===== config.mk =====
export PLATFORM = sky130hd
export DESIGN_NAME = ula_arbiter
export DESIGN_NICKNAME = d
export VERILOG_FILES = /design/src/rtl/ula_arbiter.sv
export SDC_FILE = /design/constraint.sdc
export NUM_CORES = 1
export LEC_CHECK = 0
export BUFFER_PORTS_ARGS = -buffer_cell sky130_fd_sc_hd__buf_2
export CAP_MARGIN = 20
export CORE_MARGIN = 1
export CORE_UTILIZATION = 50
export CTS_BUF_LIST = sky130_fd_sc_hd__clkbuf_4
export DETAILED_ROUTE_END_ITERATION = 10
export PLACE_DENSITY = 0.78
export SLEW_MARGIN = 15
export SYNTH_ARGS = -nofsm -noshare
export SYNTH_HDL_FRONTEND = slang
export SYNTH_SLANG_ARGS = --single-unit

===== constraint.sdc =====
create_clock -name clk -period 3.5 [get_ports clk]
set_clock_uncertainty 0.2 [all_clocks]
set_input_delay 0.35 -clock clk [delete_from_list [all_inputs] [get_ports clk]]
set_output_delay 0.35 -clock clk [all_outputs]
set_load 0.02 [all_outputs]

===== src/rtl/ula_arbiter.sv =====
// ula_arbiter: round-robin front end for two requesters that share one ALU and one comparator.
// Optional macro ULA_ARBITER_STATS_EN adds saturating per-requester grant counters.
module ula #(
    parameter int W = 4
) (
    input  logic [W-1:0] a,
    input  logic [W-1:0] b,
    input  logic [1:0]   op,
    output logic [W-1:0] result,
    output logic         zero,
    output logic         carry,
    output logic         overflow,
    output logic         negative
);
    logic [W:0] sum;
    always_comb begin
        sum      = op[0] ? {1'b0, a} + {1'b0, ~b} + {{W{1'b0}}, 1'b1} : {1'b0, a} + {1'b0, b};
        result   = op[1] ? (op[0] ? a | b : a & b) : sum[W-1:0];
        carry    = ~op[1] & sum[W];
        // signed overflow: operands effectively share a sign but the result does not
        overflow = ~op[1] & (a[W-1] ^ sum[W-1]) & ~(a[W-1] ^ b[W-1] ^ op[0]);
        zero     = result == '0;
        negative = result[W-1];
    end
endmodule

module ula_cmp (
    input  logic carry,
    input  logic zero,
    output logic hs,
    output logic ls,
    output logic hi,
    output logic lo
);
    assign hs = carry;
    assign lo = ~carry;
    assign hi = carry & ~zero;
    assign ls = ~carry | zero;
endmodule

module ula_arbiter #(
    parameter int ULA_BITS = 4
) (
    input  logic                clk,
    input  logic                rst_n,
    input  logic                req0_valid,
    input  logic                req1_valid,
    output logic                req0_ready,
    output logic                req1_ready,
    input  logic [ULA_BITS-1:0] req0_a,
    input  logic [ULA_BITS-1:0] req0_b,
    input  logic [ULA_BITS-1:0] req1_a,
    input  logic [ULA_BITS-1:0] req1_b,
    input  logic [1:0]          req0_op,
    input  logic [1:0]          req1_op,
    output logic                rsp_valid,
    input  logic                rsp_ready,
    output logic                rsp_id,
    output logic [ULA_BITS-1:0] rsp_result,
    output logic                rsp_zero,
    output logic                rsp_carry,
    output logic                rsp_overflow,
    output logic                rsp_negative,
    output logic                rsp_hs,
    output logic                rsp_ls,
    output logic                rsp_hi,
    output logic                rsp_lo,
    output logic [15:0]         grant_cnt0,
    output logic [15:0]         grant_cnt1
);
    localparam logic [1:0] IDLE = 2'd0;
    localparam logic [1:0] EXEC = 2'd1;
    localparam logic [1:0] RESP = 2'd2;

    logic [1:0]          state;
    logic                ptr;
    logic [ULA_BITS-1:0] op_a, op_b, alu_result;
    logic [1:0]          op_op;
    logic                op_id;
    logic                alu_zero, alu_carry, alu_overflow, alu_negative;
    logic                cmp_hs, cmp_ls, cmp_hi, cmp_lo;

    // ptr names the requester that wins when both are valid
    assign req0_ready = state == IDLE && req0_valid && (!req1_valid || !ptr);
    assign req1_ready = state == IDLE && req1_valid && (!req0_valid || ptr);
    assign rsp_valid  = state == RESP;

    ula #(.W(ULA_BITS)) u_ula (
        .a(op_a), .b(op_b), .op(op_op), .result(alu_result),
        .zero(alu_zero), .carry(alu_carry), .overflow(alu_overflow), .negative(alu_negative)
    );

    ula_cmp u_cmp (
        .carry(alu_carry), .zero(alu_zero),
        .hs(cmp_hs), .ls(cmp_ls), .hi(cmp_hi), .lo(cmp_lo)
    );

    always_ff @(posedge clk or negedge rst_n) begin
        if (!rst_n) begin
            state        <= IDLE;
            ptr          <= 1'b0;
            op_a         <= '0;
            op_b         <= '0;
            op_op        <= '0;
            op_id        <= 1'b0;
            rsp_id       <= 1'b0;
            rsp_result   <= '0;
            rsp_zero     <= 1'b0;
            rsp_carry    <= 1'b0;
            rsp_overflow <= 1'b0;
            rsp_negative <= 1'b0;
            rsp_hs       <= 1'b0;
            rsp_ls       <= 1'b0;
            rsp_hi       <= 1'b0;
            rsp_lo       <= 1'b0;
        end else if (req0_ready || req1_ready) begin
            op_a  <= req1_ready ? req1_a : req0_a;
            op_b  <= req1_ready ? req1_b : req0_b;
            op_op <= req1_ready ? req1_op : req0_op;
            op_id <= req1_ready;
            ptr   <= ~req1_ready;
            state <= EXEC;
        end else if (state == EXEC) begin
            rsp_id       <= op_id;
            rsp_result   <= alu_result;
            rsp_zero     <= alu_zero;
            rsp_carry    <= alu_carry;
            rsp_overflow <= alu_overflow;
            rsp_negative <= alu_negative;
            rsp_hs       <= cmp_hs;
            rsp_ls       <= cmp_ls;
            rsp_hi       <= cmp_hi;
            rsp_lo       <= cmp_lo;
            state        <= RESP;
        end else if (state == RESP && rsp_ready) begin
            state <= IDLE;
        end
    end

`ifdef ULA_ARBITER_STATS_EN
    always_ff @(posedge clk or negedge rst_n) begin
        if (!rst_n) begin
            grant_cnt0 <= '0;
            grant_cnt1 <= '0;
        end else begin
            if (req0_ready && ~&grant_cnt0) grant_cnt0 <= grant_cnt0 + 16'd1;
            if (req1_ready && ~&grant_cnt1) grant_cnt1 <= grant_cnt1 + 16'd1;
        end
    end
`else
    assign grant_cnt0 = '0;
    assign grant_cnt1 = '0;
`endif
endmodule


Yosys cells after proc, flatten, opt, wreduce, memory -nomap -nowiden. Cells that the tools add are included. W data, S select, Z words.

$add $sub $neg: 3. Eq/ne operators: 2. Mux-type cells: 9. Bitwise operators: 17. Reduce and logical (&&, ||, !) cells: 15.

Operators with widths (number): $mux W4 (4); $add A4 B4 Y5 (2); $mux W2 (4); $not A1 Y1 (6); $add A5 B1 Y5 const B (1); $logic_and A1 B1 Y1 (5); $mux W5 (1); $and A1 B1 Y1 (4); $and A4 B4 Y4 (1); $logic_not A4 Y1 (1); $not A4 Y4 (1); $or A4 B4 Y4 (1); $logic_not A1 Y1 (3); $logic_or A1 B1 Y1 (3); $reduce_bool A3 Y1 (1); $xor A1 B1 Y1 (3); $eq A2 B1 Y1 const B (1); $eq A2 B2 Y1 const B (1); $logic_not A2 Y1 (1); $reduce_and A2 Y1 (1); $or A1 B1 Y1 (1).

Register bits after elaboration: 26. Bits of input ports: 25. Output and inout port bits: 48. Logic and storage cells: 61.

Logic depth before layout (Yosys ltp).
Depth in word-level cells: 8. Mapped depth: 9. Mapped depth without buffers: 9.

Modules after synthesis. A second synthesis with hierarchy kept.

Cell total of the unflattened synthesis: 215. Area total of the unflattened synthesis: 1994.4 um2.

Modules (own cells, without submodules): ula_arbiter (instances 1, cells each 136, area each 1438.9 um2, sequential area each 675.6 um2); ula (instances 1, cells each 75, area each 529.3 um2, sequential area each 0.0 um2); ula_cmp (instances 1, cells each 4, area each 26.3 um2, sequential area each 0.0 um2).

Worst setup path before layout. No wires, ideal clock.

Kind: reg2reg. Start point: register op_a[1]. End point: register rsp_hi. Setup time: 0.121 ns. Data arrival time: 2.140 ns. Data required time: 3.179 ns. Setup slack: 1.039 ns. Stages on the path, launching flop included: 8. Buffers on the path: 0. Period minus slack after synthesis: 2.461 ns. Cells stage by stage: dfrtp_1 -> inv_1 -> ha_1 -> a2111oi_4 -> a211oi_1 -> mux2_4 -> or3_4 -> a22o_1.

Cells in the longest elaborated chain, start to end: 7. Elaborated cells on any way between the ends: 12. Classes of those cells: add/sub (3); mux (3); bitwise (5); reduce/logical (1).

RTL lines: start, declared (line 77) `logic [ULA_BITS-1:0] op_a, op_b, alu_result;`; start signal, assigned (line 117) `op_a <= req1_ready ? req1_a : req0_a;`; $add A4 B4 Y5 (line 17) `sum = op[0] ? {1'b0, a} + {1'b0, ~b} + {{W{1'b0}}, 1'b1} : {1'b0, a} + {1'b0, b};`; $add A5 B1 Y5 (line 17); $mux W5 (line 17); $mux W4 (line 18) `result = op[1] ? (op[0] ? a | b : a & b) : sum[W-1:0];`; $logic_not A4 Y1 (line 22) `zero = result == '0;`; $not A1 Y1 (line 37) `assign hi = carry & ~zero;`; $and A1 B1 Y1 (*) (line 37); end signal, assigned (line 132) `rsp_hi <= cmp_hi;`; end, declared (line 66) `output logic rsp_hi,`.

Every way passes the cells marked *; elsewhere a longest branch is shown, timed or not. A chain may end at the register's enable or synchronous reset.

Worst setup path in the final report. Ends and elaborated chain as after synthesis.

==> qor.yml <==
run_status:
  outcome: "finished clean"
synth:
  synthFlopType: "dfrtp_1"
  synth_edf_count: 0
  ys.warnings.count: 0
  synth_cell_types: 40
  synth_top_cell_by_area: "dfrtp_1"
  synth_top_area_share_pct: 34.99
  yosys-top-cells-area: "dfrtp_1 35%, buf_4 14%, ha_1 8.4%"
  syn_area_per_cell_um2: 9.460
  syn_inst: 189
  netlist_top_cells_count: "34 x buf_4, 25 x dfrtp_1, 25 x inv_1"
  syn-cell-area_um2: 1788
  synth-seq-area-share_pct: 34.99
  ys_ff_latch: 25
  synth_most_common_cell: "buf_4"
  async_flop_share_pct: 100.0
clock_tree:
  cts_made_buffers: 3
  cts_tree: "yes"
  numClockSinks: 25
  cts_post_setup_buffers_inserted: 0
  clock_latency_ns: 0.32
  cts_root_buf: "clkbuf_4"
  path_clk_slew_ns: 0.14
  clock_path_buffers: 2
  cts_resized: 0
  htreeDepth: 1
detailed_routing:
  ant_nets: 0
  drc_errors: 0
  routed_wire_length_per_instance_um: 10.65
  drt_iter0_drc: 48
  via_per_inst: 4.606
  wl_mm: 2.918
  drtPass1Iterations: 4
  vias: 1262
worst_setup_path:
  end_kind: "register"
  crit_required_ns: 3.53
  cp.arrival_ns: 2.63
  crit_type: "register to register"
  ff2ff_setup_slack_ns: 0.90
  crit_path_start_kind: "register"
  critPathMaxFanout: 5
layout:
  fin_cells: 274
  stdcell_area_um2: 1938
  area_delta_synth_final_pct: 8.398
  final_nets: 268
  drive_gt1_share_pct: 24.12
  antenna_cells: 0
grt:
  first_global_vias: 1147
  overflow: 0
  grt_pass1_wl_mm: 4.940
  antenna_found_initial: 0
  grt_max_degree: 26
  gr-usage-all-layers_pct: 17.44
floorplan:
  die_y_um: 61.80
  core_um2: 3390
  pin_count: 73
  dieArea_um2: 3819
  num_rows: 21
  start_util_pct: 52.75
  fp.dieW_um: 61.80
sta:
  fmax_mhz: 384.5
  rsz0062_at_grt: "no"
  setup_viol: 0
  finalCritPeriodShare_pct: 74.30
  worst_slew_pin_slew_ns: 0.5436
  min_period_ns: 2.601
  final.setup.tns_ns: 0
  slew_viol_final: 0
  maxSlewHeadroom_pct: 62.82
  hold_viol: 0
power_and_ir_drop:
  p_leak_uw: 0.001069
  powerDensity_nw_per_um2: 893.9
  peakVddDrop_v: 0.0003707
min_path:
  hp-class: "input pin to register"
job:
  drv_cap: 0
place:
  dpl_cell_area_um2: 1901
  gp_congestion: 0.9080
  numPortBuffers: 40
  dp.cells: 269
  place_hpwl_mm: 2.341
[cells in the final DEF, fill, tap and decap left out, drive strengths merged, types with 4 or more instances in the layout]
cell    Yosys  final
buf        37     44
conb        1     32
inv        25     25
dfrtp      25     25
nand2      16     16
ha         12     12
o21ai      11     11
a21oi       7      7
a222oi      7      7
nor2b       6      6
nor2        4      4
[sequential cells by signal, indices dropped and copies added (netlist names)]
register      count
op_id             1
op_op             2
rsp_zero          1
ptr               1
state             2
rsp_hs            1
rsp_lo            1
rsp_ls            1
rsp_overflow      1
rsp_result        4
op_a              4
rsp_id            1
rsp_hi            1
op_b              4
[through the flow]
step	setup slack, ns	hold slack, ns	utilization [%]	total power [µW]
2_1_floorplan	1.039	-0.1456	-	1419
3_5_place_dp	0.9093	0.1669	56.07	1620
6_report	0.8994	0.03126	57.18	1733
5_1_grt	0.7335	0.03501	57.18	1926
4_1_cts	0.9002	0.02613	57.18	1749
3_3_place_gp	0.9419	0.1635	56.07	1581
[layer usage]
layer	routed length [µm]	track usage, %	vias to the layer above
met5	0	0	-
li1	-	-	642
met1	1345	22.54	581
met4	18	4.762	0
met2	1443	30.11	37
met3	111	3.106	2
[area by class of cell]
cell class / count / area [µm²]
clock buffer: 3 / 22.52
clock inverter: 1 / 5.005
fill: 331 / 1451
inverter: 25 / 93.84
multi-input combinational: 129 / 893.4
sequential: 25 / 625.6
tap: 46 / 57.56
timing repair buffer: 45 / 240.2
[logic make-up after synthesis]
| logic type | count (synthesis) | synth area share (%) |
|---|---|---|
| AOI/OAI and AO/OA | 40 | 16.80 |
| xor gates and xnor gates | 2 | 1.749 |
| adders and majority gates | 14 | 10.64 |
| buffers and inverters | 66 | 21.55 |
| DFF | 25 | 34.99 |
| muxes | 6 | 4.408 |
| other | 1 | 0.2097 |
| and+or+nand+nor | 35 | 9.658 |
[critical path, stage by stage, from the launching register on]
cell and delay [ns]:
dfrtp_1 0.47, inv_1 0.11, ha_1 0.35, a2111oi_4 0.08, a211oi_1 0.40, mux2_4 0.34
or3_4 0.39, a22o_1 0.18
[where the power goes]
group,switching (µW),internal [µW]
Sequential,139,417
Clock,86.9,42.7
Combinational,563,484
[final timing paths]
path                                      from             endpoint  depth (start not counted)
min reg2reg                 rsp_id$_DFFE_PN0P_   rsp_id$_DFFE_PN0P_                          2
max in group asynchronous                rst_n  op_a[1]$_DFFE_PN0P_                          2
max reg2reg                op_a[1]$_DFFE_PN0P_   rsp_hi$_DFFE_PN0P_                          7
max                        op_a[1]$_DFFE_PN0P_   rsp_hi$_DFFE_PN0P_                          7
min                                 req1_valid      ptr$_DFFE_PN0P_                          2
min in group asynchronous                rst_n   rsp_ls$_DFFE_PN0P_                          2
[what timing repair did]
| action | 4_1_cts | 5_1_grt |
|---|---|---|
| setup endpoints to repair | 0 | 0 |
| hold buffers | 1 | 0 |
| endpoints found under the hold margin | 25 | 0 |
Note: power is estimated with default switching activity, not from simulation.
